`src/rtl/divider_arbiter.sv`:
```
// Round-robin front end that shares one divider among several requesters.
// Zero divisors are answered locally; a watchdog covers a silent divider.
module divider_arbiter #(
  parameter int NUM_REQ = 3,
  parameter int WIDTH   = 11,
  parameter int TIMEOUT = 64
) (
  input  logic                            clk_in,
  input  logic                            rst_n_in,
  input  logic [NUM_REQ-1:0]              req_valid_in,
  input  logic [NUM_REQ-1:0][WIDTH-1:0]   req_dividend_in,
  input  logic [NUM_REQ-1:0][WIDTH-1:0]   req_divisor_in,
  output logic [NUM_REQ-1:0]              req_ready_out,
  output logic [NUM_REQ-1:0]              rsp_valid_out,
  output logic [WIDTH-1:0]                rsp_quotient_out,
  output logic [WIDTH-1:0]                rsp_remainder_out,
  output logic                            rsp_error_out,
  output logic                            busy_out,
  output logic [WIDTH-1:0]                div_dividend_out,
  output logic [WIDTH-1:0]                div_divisor_out,
  output logic                            div_valid_out,
  input  logic [WIDTH-1:0]                div_quotient_in,
  input  logic [WIDTH-1:0]                div_remainder_in,
  input  logic                            div_valid_in
);

  localparam int IW = $clog2(NUM_REQ);
  localparam int CW = $clog2(TIMEOUT);
  localparam logic [CW-1:0] LAST = CW'(TIMEOUT - 1);

  typedef enum logic [1:0] {
    IDLE,
    ISSUE,
    WAIT,
    RESPOND
  } state_e;

  state_e state_q, state_d;
  logic [IW-1:0] rr_ptr_q, rr_ptr_d;
  logic [IW-1:0] owner_q, owner_d;
  logic [CW-1:0] cnt_q, cnt_d;
  logic [WIDTH-1:0] opa_q, opa_d;
  logic [WIDTH-1:0] opb_q, opb_d;
  logic [NUM_REQ-1:0] ready_q, ready_d;
  logic [NUM_REQ-1:0] rsp_valid_q, rsp_valid_d;
  logic [WIDTH-1:0] quo_q, quo_d;
  logic [WIDTH-1:0] rem_q, rem_d;
  logic err_q, err_d;
  logic busy_q, busy_d;
  logic [WIDTH-1:0] div_a_q, div_a_d;
  logic [WIDTH-1:0] div_b_q, div_b_d;
  logic div_valid_q, div_valid_d;

  logic found;
  logic [IW-1:0] pick;
  logic [IW-1:0] idx;

  always_comb begin
    found = 1'b0;
    pick  = '0;
    idx   = '0;
    for (int i = 0; i < NUM_REQ; i++) begin
      idx = IW'((int'(rr_ptr_q) + i) % NUM_REQ);
      if (!found && req_valid_in[idx]) begin
        found = 1'b1;
        pick  = idx;
      end
    end
  end

  always_comb begin
    state_d     = state_q;
    rr_ptr_d    = rr_ptr_q;
    owner_d     = owner_q;
    cnt_d       = cnt_q;
    opa_d       = opa_q;
    opb_d       = opb_q;
    ready_d     = '0;
    rsp_valid_d = '0;
    quo_d       = quo_q;
    rem_d       = rem_q;
    err_d       = err_q;
    div_a_d     = div_a_q;
    div_b_d     = div_b_q;
    div_valid_d = 1'b0;
    unique case (state_q)
      IDLE: begin
        if (found) begin
          owner_d = pick;
          opa_d   = req_dividend_in[pick];
          opb_d   = req_divisor_in[pick];
          ready_d = NUM_REQ'(1) << pick;
          state_d = (req_divisor_in[pick] == '0) ? RESPOND : ISSUE;
        end
      end
      ISSUE: begin
        div_a_d     = opa_q;
        div_b_d     = opb_q;
        div_valid_d = 1'b1;
        cnt_d       = '0;
        state_d     = WAIT;
      end
      WAIT: begin
        if (div_valid_in) begin
          quo_d       = div_quotient_in;
          rem_d       = div_remainder_in;
          err_d       = 1'b0;
          rsp_valid_d = NUM_REQ'(1) << owner_q;
          state_d     = RESPOND;
        end else if (cnt_q == LAST) begin
          quo_d       = '0;
          rem_d       = '0;
          err_d       = 1'b1;
          rsp_valid_d = NUM_REQ'(1) << owner_q;
          state_d     = RESPOND;
        end else begin
          cnt_d = cnt_q + 1'b1;
        end
      end
      RESPOND: begin
        // only the zero-divisor path reaches here without a result
        if (opb_q == '0) begin
          quo_d       = '1;
          rem_d       = opa_q;
          err_d       = 1'b1;
          rsp_valid_d = NUM_REQ'(1) << owner_q;
        end
        rr_ptr_d = (owner_q == IW'(NUM_REQ - 1)) ? '0 : owner_q + 1'b1;
        state_d  = IDLE;
      end
      default: state_d = IDLE;
    endcase
    busy_d = (state_d != IDLE);
  end

  always_ff @(posedge clk_in or negedge rst_n_in) begin
    if (!rst_n_in) begin
      state_q     <= IDLE;
      rr_ptr_q    <= '0;
      owner_q     <= '0;
      cnt_q       <= '0;
      opa_q       <= '0;
      opb_q       <= '0;
      ready_q     <= '0;
      rsp_valid_q <= '0;
      quo_q       <= '0;
      rem_q       <= '0;
      err_q       <= 1'b0;
      busy_q      <= 1'b0;
      div_a_q     <= '0;
      div_b_q     <= '0;
      div_valid_q <= 1'b0;
    end else begin
      state_q     <= state_d;
      rr_ptr_q    <= rr_ptr_d;
      owner_q     <= owner_d;
      cnt_q       <= cnt_d;
      opa_q       <= opa_d;
      opb_q       <= opb_d;
      ready_q     <= ready_d;
      rsp_valid_q <= rsp_valid_d;
      quo_q       <= quo_d;
      rem_q       <= rem_d;
      err_q       <= err_d;
      busy_q      <= busy_d;
      div_a_q     <= div_a_d;
      div_b_q     <= div_b_d;
      div_valid_q <= div_valid_d;
    end
  end

  assign req_ready_out     = ready_q;
  assign rsp_valid_out     = rsp_valid_q;
  assign rsp_quotient_out  = quo_q;
  assign rsp_remainder_out = rem_q;
  assign rsp_error_out     = err_q;
  assign busy_out          = busy_q;
  assign div_dividend_out  = div_a_q;
  assign div_divisor_out   = div_b_q;
  assign div_valid_out     = div_valid_q;

endmodule

```
`config.mk`:
```
export PLATFORM = sky130hd
export DESIGN_NAME = divider_arbiter
export DESIGN_NICKNAME = d
export VERILOG_FILES = /design/src/rtl/divider_arbiter.sv
export SDC_FILE = /design/constraint.sdc
export NUM_CORES = 1
export LEC_CHECK = 0
export CAP_MARGIN = 20
export CORE_MARGIN = 2
export CORE_UTILIZATION = 30
export DETAILED_ROUTE_END_ITERATION = 7
export GPL_TIMING_DRIVEN = 0
export PLACE_DENSITY_LB_ADDON = 0.15
export SLEW_MARGIN = 20
export SYNTH_ARGS = -nofsm -noshare
export SYNTH_HDL_FRONTEND = slang
export SYNTH_SLANG_ARGS = --single-unit
```
`constraint.sdc`:
```
create_clock -name clk_in -period 2.4 [get_ports clk_in]
set_clock_uncertainty 0.15 [all_clocks]
set_input_delay 0.24 -clock clk_in [delete_from_list [all_inputs] [get_ports clk_in]]
set_output_delay 0.24 -clock clk_in [all_outputs]
set_load 0.01 [all_outputs]
```
# ---- Yosys cells after proc, flatten, opt, wreduce, memory -nomap -nowiden
# Index checks and enable logic that the tools add are counted.
dict set report totals {
  out_inout_bits 53
  word_cells 93
  reg_bits 87
}
dict set report classes {
  n_eq_ne 9
  mux 43
  magnitude_cmp 4
  shifts 2
  div_mod_pow 3
  reduce_logical 13
  add_sub_neg 4
}
# operator count
set op_table {}
lappend op_table {{two-way mux 11 bit} 7}
lappend op_table {{remainder unit 32 x 3 -> 32 bit (second input constant)} 2}
lappend op_table {{binary-select mux 11 bit (select 2 bit)} 2}
lappend op_table {{one-hot mux 11 bit (2 select lines)} 2}
lappend op_table {{remainder unit 3 x 3 -> 32 bit (second input constant)} 1}
lappend op_table {{zero test 11 bit} 2}
lappend op_table {{two-way mux 2 bit} 8}
lappend op_table {{two-way mux 3 bit} 5}
lappend op_table {{less-than comparator 2 x 3 -> 1 bit (second input constant)} 4}
lappend op_table {{two-way mux 6 bit} 2}
lappend op_table {{one-hot mux 6 bit (2 select lines)} 1}
lappend op_table {{two-way mux 1 bit} 10}
lappend op_table {{one-hot mux 2 bit (4 select lines)} 1}
lappend op_table {{adder 6 x 1 -> 6 bit (second input constant)} 1}
lappend op_table {{binary-select mux 1 bit (select 2 bit)} 3}
lappend op_table {{== test 2 bit (second input constant)} 3}
lappend op_table {{== test 6 bit (second input constant)} 1}
lappend op_table {{inequality test 2 bit (second input constant)} 3}
lappend op_table {{one-hot mux 3 bit (2 select lines)} 1}
lappend op_table {{AND reduction 3 bit} 2}
lappend op_table {{nonzero test 2 bit} 3}
lappend op_table {{<< shifter 1 x 2 -> 3 bit (first input constant)} 2}
lappend op_table {{adder 2 x 1 -> 3 bit (second input constant)} 1}
lappend op_table {{adder 2 x 2 -> 3 bit (second input constant)} 1}
lappend op_table {{8 further kinds} 10}

# ---- Longest topological paths before layout
# Gate-level depths: netlist of run 1.
dict set report logic_depth {
  depth_word 17
  mapped_depth 12
  depth_no_buf 9
}

# ---- Worst setup path after synthesis of run 1
# No wires, ideal clock.
dict set report synth_path {
  path_type {reg-to-reg}
  startpoint {register rr_ptr_q[0]}
  endpoint {register state_q[1]}
  setup_time_ps 92
  path_buffers 2
  stages_incl_launch_ff 12
  path_slack_ps -273
  arrival_ps 2431
  path_cell_list {dfrtp_1 -> inv_1 -> ha_1 -> clkbuf_2 -> o21ai_0 -> a21boi_1 -> o22a_4 -> buf_6 -> mux2_4 -> mux2i_1 -> nand4_1 -> o31ai_2}
}
dict set report synth_via {
  elab_chain_cells 16
  elab_cells_between_ends 27
  cone_classes {add/sub (2); div (3); mux (17); reduce/logical (5)}
}
# item line
set synth_lines {}
lappend synth_lines {{from (decl)} 39} ;# logic [IW-1:0] rr_ptr_q, rr_ptr_d;
lappend synth_lines {{from (signal assigned)} 155} ;# rr_ptr_q <= rr_ptr_d;
lappend synth_lines {{parallel branches: the longest is 14 deep, another holds remainder unit 32 x 3 -> 32 bit} -}
lappend synth_lines {{two-way mux 2 bit *} 88} ;# if (found) begin
lappend synth_lines {{one-hot mux 2 bit (4 select lines) *} 86} ;# unique case (state_q)
lappend synth_lines {{net state_d[1]} 38} ;# state_e state_q, state_d;
lappend synth_lines {{to (signal assigned)} 154} ;# state_q <= state_d;
lappend synth_lines {{to (decl)} 38}
# Mark *: on every way through the listed nets, which the timed path passes. The select of a mux whose other input is x is not followed.
# A chain may end at the register's enable or synchronous reset.

# ---- Final worst setup path of run 1
dict set report layout_path {
  startpoint {register rr_ptr_q[1]}
  endpoint {register state_q[1]}
}
# The elaborated chain is that of the path after synthesis.

==> out/metrics.cfg, run 1 <==
[run_status]
status = complete, but fails checks
violations = negative setup slack

[setup_path]
cp.arrival_ps = 2840
r2r_start = rr_ptr_q[1]
r2r_cells = 10
max_stage_delay_ps = 430
worst-path-buf-inv = 2
path_class = register to register
required_ps = 2500
end_kind = register
cp_max_fo = 5
cp_top_family = compound AO/OA/AOI/OAI gates
crit_path_end = state_q[1]
cp_slowest_cell = dfrtp_2
r2r_slack_ps = -350
path_cells = inv_2, ha_4, and2b_2, a211oi_4, o22a_4, buf_8, mux2_4, mux2i_4, nand4_1, o31ai_2
path_depth = 10
start_kind = register
critical_path.startpoint = rr_ptr_q[1]
rr_endpoint = state_q[1]

[power]
comb_power_share = 0.657
intPower_mw = 7.19
total_power_mw = 11.7
p_leak_nw = 3.15
clkPwrFrac = 0.115
ir_worst_vdd_mv = 0.905
p_seq_frac = 0.227
p_switching_mw = 4.51
p_per_area_mw_per_mm2 = 1560
switching_share = 0.386

[logic_synthesis]
synth_compound_area_frac = 0.203
synth_xor_area_frac = 0.00200
syn_inst = 432
async_flop_share = 1.00
yosysWarnings = 0
ys_ff_latch = 87
synth.most_common_cell = dfrtp_1
yosys.area_share.simple = 0.120
synth.net_count = 535
syn-cell-area_mm2 = 0.00437
synthTopCellsByArea = dfrtp_1 (50%), mux2_2 (7.2%), a21oi_1 (6.3%)
synth_ff_type = dfrtp_1
yosys.area.top_type = dfrtp_1
synthAdderAreaFrac = 0.0258
synth_edf_count = 0
yosysSeqAreaShare = 0.498
yosysTopAreaCellShare = 0.498
synth_cell_types = 52
muxShareOfSynthArea = 0.106
ys_top_cells_by_count = dfrtp_1 (87), a21oi_1 (55), nand2_1 (42)
syn_avg_cell_area_um2 = 10.1
synth_top_family_by_area = compound AO/OA/AOI/OAI gates

[floorplan]
die_w_um = 125
initial_core_util = 0.304
die_height_um = 125
rows = 44
design.core.area_mm2 = 0.0144
ios = 147
dieArea_mm2 = 0.0156

[timing]
setup_slack_ps = -346
slew-limit-headroom = 0.467
fin_crit_ps = 2750
drv_slew = 0
tightest_slew_ps = 792
finalCritPeriodShare = 1.14
hold_slack_ps = 240
hold_viol_final = 0
setup_tns_ps = -3040
fmax_mhz = 364
rsz0062_at_grt = true
finalSetupViolCount = 23

[placement]
gp_congestion = 0.828
place.port_buffers = 146
place_area_mm2 = 0.00612
dp_hpwl_um = 9880

[global_route]
grt_pass1_vias = 4194
grt_pass1_wl_um = 22400
grt_max_degree = 58
grt.total_usage = 0.181
overflow = 0
antenna_found_initial = 0

[drt]
antenna_left = 0
vias = 4201
wire_per_inst_um = 17.7
drtPass1Iterations = 5
routed_wl_um = 14600
drc = 0
drt_iter0_markers = 260
avgViaCountPerCell = 5.08

[cts]
cts_buffer_depth = 2
cts_root_buffer = clkbuf_16
cts_sinks = 87
h-tree-depth = 3
cts_tree = yes
cts_buffers = 9
clk_pin_slew_ps = 60
insertion_delay_ps = 330

[layout]
nFillCells = 1275
final_cell_area_mm2 = 0.00752
drive_above_1_share = 0.286
finalNetCount = 743
syn2layout_area_growth_pct = 71.9
antenna_cells = 0

[flow_run]
maxCapViolations = 0

[hold_path]
hp-class = primary input to async pin

-- final cells by class --
type,count,area [µm²],share of cell area
Clock inverter,4,48.8,0.00649
Tap cell,184,230,0.0306
Timing Repair Buffer,199,2060,0.273
Multi-Input combinational cell,301,2470,0.329
Inverter,15,57.6,0.00766
Sequential cell,87,2180,0.290
Buffer,27,249,0.0331
Clock buffer,10,229,0.0305
-- worst reg2reg max path, cell delays in order (launching register included) --
cell and delay, ps:
dfrtp_2 430, inv_2 90, ha_4 180, and2b_2 270, a211oi_4 290, o22a_4 240, buf_8 120, mux2_4 310
mux2i_4 180, nand4_1 180, o31ai_2 210
-- repair_timing --
item / in CTS / in global routing
buffers inserted: 34 / 15
hold buffers: 1 / 0
endpoints found under the setup margin: 52 / 52
gates resized for setup: 113 / 50
endpoints found under the hold margin: 30 / 0
cloned: 3 / 4
pin swaps: 18 / 28
-- worst min path at each step --
stage | end | slack (ps) | cells after the start
2_1_floorplan | busy_out | -210 | 0
3_3_place_gp | cnt_q[2] | 340 | 1
3_5_place_dp | rsp_quotient_out[0] | 60 | 1
4_1_cts | rsp_quotient_out[0] | 250 | 2
5_1_grt | rsp_quotient_out[2] | 280 | 2
6_report | rsp_quotient_out[0] | 240 | 2
-- power by group through the flow --
stage,Sequential (mW),Clock (mW),Combinational [mW]
5_1_grt,2.76,1.44,8.24
6_report,2.66,1.35,7.69
2_1_floorplan,2.73,0,2.85
4_1_cts,2.66,1.37,6.82
3_3_place_gp,2.65,0,4.85
3_5_place_dp,2.67,0,4.93
-- layer usage --
| metal | up-vias | part of all wire | GRT usage |
|---|---|---|---|
| met1 | 2070 | 0.42 | 0.232 |
| met2 | 130 | 0.51 | 0.317 |
| met3 | 22 | 0.051 | 0.0331 |
| li1 | 1979 | - | - |
| met5 | - | 0 | 0 |
| met4 | 0 | 0.014 | 0.0443 |
-- stage by stage --
step,setup WS [ps],util,std cells
6_report,-346,0.523,827
5_1_grt,-417,0.523,827
4_1_cts,-365,0.499,813
3_5_place_dp,-887,0.426,763
3_3_place_gp,-2260,0.424,762
2_1_floorplan,-238,-,432
-- state kept, by name (all words and copies together), names as in the netlist --
name,count
busy_out,1
cnt_q,6
div_dividend_out,11
div_divisor_out,11
div_valid_out,1
opa_q,11
opb_q,11
owner_q,2
req_ready_out,3
rr_ptr_q,2
rsp_error_out,1
rsp_quotient_out,11
rsp_remainder_out,11
rsp_valid_out,3
state_q,2
-- logic make-up (layout without fill, tap and decap cells) --
group,after synthesis,after routing
DFF,87,87
and+or+nand+nor,111,111
AOI/OAI and AO/OA,138,138
muxes,42,42
adders and majority gates,9,9
buffers and inverters,44,255
xor gates and xnor gates,1,1
-- cells in the final DEF, fill, tap and decap left out, drive strengths merged, types with 9 or more instances in the layout --
cell type,synthesis,layout
clkdlybuf4s50,0,145
dfrtp,87,87
buf,16,64
a21oi,55,55
nand2,42,42
nor2,30,30
mux2,30,30
o21ai,29,29
clkbuf,13,25
a22oi,14,14
inv,14,14
mux2i,12,12
ha,9,9
nand3,9,9
No activity file was read; power rests on OpenSTA's default activity.
==> inputs of run 2 (changes only) <==
--- a/config.mk
+++ b/config.mk
@@ -7,7 +7,7 @@
 export LEC_CHECK = 0
 export CAP_MARGIN = 20
 export CORE_MARGIN = 2
-export CORE_UTILIZATION = 30
+export CORE_UTILIZATION = 42
 export DETAILED_ROUTE_END_ITERATION = 7
 export GPL_TIMING_DRIVEN = 0
 export PLACE_DENSITY_LB_ADDON = 0.15
==> run 2 against run 1 <==
Effect of this change: the flow still finishes with violations (negative setup slack); first-iteration DRC count fell by 15%; die area is 28% lower; hold slack better by 20 ps; critical endpoint unchanged; largest power group unchanged; highest routed layer unchanged.
==> out/metrics.cfg, run 2 (synthesized netlist as in run 1, its figures left out) <==
[timing]
setup_tns_ps = -4310
hold_slack_ps = 261
slew-limit-headroom = 0.465
rsz0062_at_grt = true
finalSetupViolCount = 28
tightest_slew_ps = 795
fin_crit_ps = 2730
hold_viol_final = 0
drv_slew = 0
fmax_mhz = 366
setup_slack_ps = -330
finalCritPeriodShare = 1.14

[floorplan]
design.core.area_mm2 = 0.0102
ios = 147
rows = 37
die_height_um = 106
dieArea_mm2 = 0.0112
initial_core_util = 0.427
die_w_um = 106

[power]
total_power_mw = 10.8
ir_worst_vdd_mv = 0.841
p_leak_nw = 3.01
intPower_mw = 6.52
p_per_area_mw_per_mm2 = 1500
clkPwrFrac = 0.090
comb_power_share = 0.664
switching_share = 0.397
p_seq_frac = 0.246
p_switching_mw = 4.30

[cts]
clk_pin_slew_ps = 90
cts_sinks = 87
cts_tree = yes
cts_buffers = 9
cts_buffer_depth = 2
cts_root_buffer = clkbuf_8
insertion_delay_ps = 360
h-tree-depth = 3

[setup_path]
required_ps = 2520
cp_max_fo = 8
r2r_slack_ps = -330
r2r_start = rr_ptr_q[1]
r2r_cells = 10
rr_endpoint = state_q[1]
path_class = register to register
critical_path.startpoint = rr_ptr_q[1]
cp.arrival_ps = 2850
start_kind = register
crit_path_end = state_q[1]
end_kind = register

[layout]
finalNetCount = 734
multi_input_area_mm2 = 0.00238
nFillCells = 741
final_cell_area_mm2 = 0.00720
area.sequential_mm2 = 0.00218
layout_common_cells = clkdlybuf4s50_1 (145), dfrtp_1 (86), nand2_1 (40), a21oi_1 (39)
antenna_cells = 0
syn2layout_area_growth_pct = 64.6
layout_commonest_cell = clkdlybuf4s50_1
drive_above_1_share = 0.266

[drt]
antenna_left = 0
drt_iter0_markers = 221
highest_layer = met4
drtPass1Iterations = 4
routed_wl_um = 13700
drc = 0
wire_per_inst_um = 17.8
vias = 4163
met1_length_um = 5810
wl_met2_um = 6830
avgViaCountPerCell = 5.39
wl_met3_um = 740

[global_route]
antenna_found_initial = 0
grt.total_usage = 0.244
grt_pass1_vias = 4253
grt_max_degree = 46
overflow = 0
grt_pass1_wl_um = 21500

[flow_run]
maxCapViolations = 0

[placement]
place_area_mm2 = 0.00605
gp_congestion = 0.819
place.port_buffers = 146
dp_hpwl_um = 9340

[run_status]
status = complete, but fails checks
violations = negative setup slack

[hold_path]
hp-class = primary input to async pin

-- run 2: per-layer routing --
metal,track usage,up-vias
met5,0,-
met4,0.0677,0
met3,0.0570,22
met2,0.418,143
met1,0.311,2030
li1,-,1968
-- run 2: area by class of cell --
cell class | instances | share of cell area
Buffer | 26 | 0.0332
Clock buffer | 11 | 0.0210
Clock inverter | 5 | 0.00574
Inverter | 15 | 0.00834
Multi-Input combinational cell | 301 | 0.330
Sequential cell | 87 | 0.303
Tap cell | 136 | 0.0236
Timing Repair Buffer | 191 | 0.275
-- run 2: critical path: stages, from the launching register on --
cell and delay (ps):
dfrtp_2 460, ha_4 170, buf_6 130, and4b_1 230, a211oi_4 310, o22a_4 220
buf_6 110, mux2_4 290, mux2i_2 190, nand4_1 130, o31ai_2 250
-- run 2: metrics by stage --
step	instances	utilization	setup WS, ps
3_3_place_gp	714	0.590	-2120
4_1_cts	765	0.684	-328
2_1_floorplan	432	-	-238
5_1_grt	772	0.704	-432
6_report	772	0.704	-330
3_5_place_dp	715	0.592	-801
-- run 2: how the worst min path moves through the flow --
stage | from | end | slack, ps | cells past startpoint
after detailed placement | rst_n_in | cnt_q[0] | 130 | 1
after global placement | cnt_q[2] | cnt_q[2] | 340 | 1
after floorplan | rst_n_in | busy_out | -210 | 0
final | rst_n_in | cnt_q[0] | 260 | 2
after CTS | rst_n_in | cnt_q[0] | 280 | 2
after global routing | rst_n_in | cnt_q[1] | 300 | 2
-- run 2: timing repair --
| item | CTS | global route |
|---|---|---|
| hold buffers | 1 | 0 |
| gates cloned | 4 | 2 |
| resized for setup | 110 | 35 |
| endpoints found under the hold margin | 44 | 0 |
| buffers inserted | 32 | 7 |
| pin swaps | 20 | 9 |
| setup endpoints to repair | 53 | 59 |
-- run 2: power by group through the flow --
stage	Sequential, mW	Clock (mW)	Combinational (mW)
finish	2.67	0.977	7.18
global route	2.74	1.06	7.72
CTS	2.63	0.992	6.71
detailed placement	2.65	0	4.88
global placement	2.63	0	4.75
floorplan	2.73	0	2.85
==> inputs of run 3 (changes only) <==
--- a/config.mk
+++ b/config.mk
@@ -5,13 +5,12 @@
 export SDC_FILE = /design/constraint.sdc
 export NUM_CORES = 1
 export LEC_CHECK = 0
-export CAP_MARGIN = 20
+export CAP_MARGIN = 40
 export CORE_MARGIN = 2
 export CORE_UTILIZATION = 42
 export DETAILED_ROUTE_END_ITERATION = 7
 export GPL_TIMING_DRIVEN = 0
 export PLACE_DENSITY_LB_ADDON = 0.15
-export SLEW_MARGIN = 20
 export SYNTH_ARGS = -nofsm -noshare
 export SYNTH_HDL_FRONTEND = slang
 export SYNTH_SLANG_ARGS = --single-unit
==> run 3 against run 2 <==
Effect of this change: the flow still finishes with violations (negative setup slack); final area stayed put; wire length is the same; clock power hardly changed; combinational power is essentially flat; total power is the same; core utilization unchanged; largest power group unchanged.
==> out/metrics.cfg, run 3 (synthesized netlist as in run 1, its figures left out) <==
[power]
p_leak_nw = 3.01
ir_worst_vdd_mv = 0.841
total_power_mw = 10.8
p_per_area_mw_per_mm2 = 1500

[setup_path]
path_class = register to register
start_kind = register
max_stage_delay_ps = 460
r2r_slack_ps = -330
end_kind = register
cp_slowest_cell = dfrtp_2
required_ps = 2520
cp.arrival_ps = 2850
path_cells = ha_4, buf_6, and4b_1, a211oi_4, o22a_4, buf_6, mux2_4, mux2i_2, nand4_1, o31ai_2
cp_max_fo = 8
crit_top_cell = buf_6

[flow_run]
maxCapViolations = 0

[global_route]
grt_max_degree = 46
grt_pass1_vias = 4253
met2_usage = 0.418
gr-usage-met1 = 0.311
grt.total_usage = 0.244
grt_pass1_wl_um = 21500
antenna_found_initial = 0
use_met3 = 0.0570
overflow = 0
busiest_layer = met2

[run_status]
status = complete, but fails checks
violations = negative setup slack

[layout]
final_cell_area_mm2 = 0.00720
layout_commonest_cell = clkdlybuf4s50_1
drive_above_1_share = 0.266
antenna_cells = 0
layout_common_cells = clkdlybuf4s50_1 (145), dfrtp_1 (86), nand2_1 (40), a21oi_1 (39)
finalNetCount = 734
nFillCells = 741
syn2layout_area_growth_pct = 64.6
utilization = 0.704

[cts]
cts_buffers = 9
cts_tree = yes
insertion_delay_ps = 360
cts_root_buffer = clkbuf_8
cts_buffer_depth = 2
cts_sinks = 87
clk_pin_slew_ps = 90
h-tree-depth = 3

[timing]
tightest_slew_ps = 795
drv_slew = 0
hold_viol_final = 0
finalSetupViolCount = 28
slew-limit-headroom = 0.465
finalCritPeriodShare = 1.14
rsz0062_at_grt = true
fmax_mhz = 366
setup_slack_ps = -330
setup_tns_ps = -4310
fin_crit_ps = 2730

[floorplan]
initial_core_util = 0.427
die_w_um = 106
ios = 147
design.core.area_mm2 = 0.0102
rows = 37
die_height_um = 106
dieArea_mm2 = 0.0112

[hold_path]
hp-class = primary input to async pin

[drt]
avgViaCountPerCell = 5.39
vias = 4163
drc = 0
drtPass1Iterations = 4
drt_iter0_markers = 221
routed_wl_um = 13700
wire_per_inst_um = 17.8
antenna_left = 0

[placement]
gp_congestion = 0.819
place_area_mm2 = 0.00605
place.port_buffers = 146
pre_cts_slack_ps = -801
dp_hpwl_um = 9340

## run 3: what timing repair did
item	4_1_cts	5_1_grt
pin swaps	20	9
setup buffers	32	7
hold endpoints to repair	44	0
endpoints found under the setup margin	53	59
gates resized for setup	110	35
hold buffers	1	0
gates cloned	4	2
## run 3: power breakdown
part | total (mW) | leakage [nW] | switching (mW) | internal (mW)
Combinational | 7.18 | 1.85 | 3.26 | 3.92
Sequential | 2.67 | 1.07 | 0.503 | 2.16
Clock | 0.977 | 0.0922 | 0.537 | 0.440
Total | 10.8 | 3.01 | 4.30 | 6.52
## run 3: metal layers
layer,part of all wire,vias up,wire (µm)
met1,0.42,2030,5810
met2,0.50,143,6830
li1,-,1968,-
met3,0.054,22,740
met5,0,-,0
met4,0.023,0,322
## run 3: layout make-up
type | instances | area [µm²] | share of cell area
multi-input combinational | 301 | 2380 | 0.330
buffer | 26 | 239 | 0.0332
sequential | 87 | 2180 | 0.303
timing repair buffer | 191 | 1980 | 0.275
clock buffer | 11 | 151 | 0.0210
inverter | 15 | 60.1 | 0.00834
tap | 136 | 170 | 0.0236
clock inverter | 5 | 41.3 | 0.00574
## run 3: worst paths after layout
path / from / end / cells past startpoint
max: rr_ptr_q[1] / state_q[1] / 10
min: rst_n_in / cnt_q[0] / 2
max reg2reg: rr_ptr_q[1] / state_q[1] / 10
min reg2reg: div_dividend_out[0] / div_dividend_out[0] / 1
max in group asynchronous: rst_n_in / owner_q[1] / 3
min in group clk_in: req_dividend_in[15] / opa_q[4] / 2
## run 3: worst max-delay path: cells and delay by family, from the launching register on
family,cells,cell delay (ps)
simple gates,2,360
flops,1,460
mux,2,480
buf+inv,2,240
fa+ha+maj,1,170
compound gates,3,780
## run 3: per-stage QoR
| step | hold slack, ps | instances |
|---|---|---|
| 3_3_place_gp | 335 | 714 |
| 5_1_grt | 301 | 772 |
| 3_5_place_dp | 126 | 715 |
| 4_1_cts | 280 | 765 |
| 6_report | 261 | 772 |
| 2_1_floorplan | -206 | 432 |
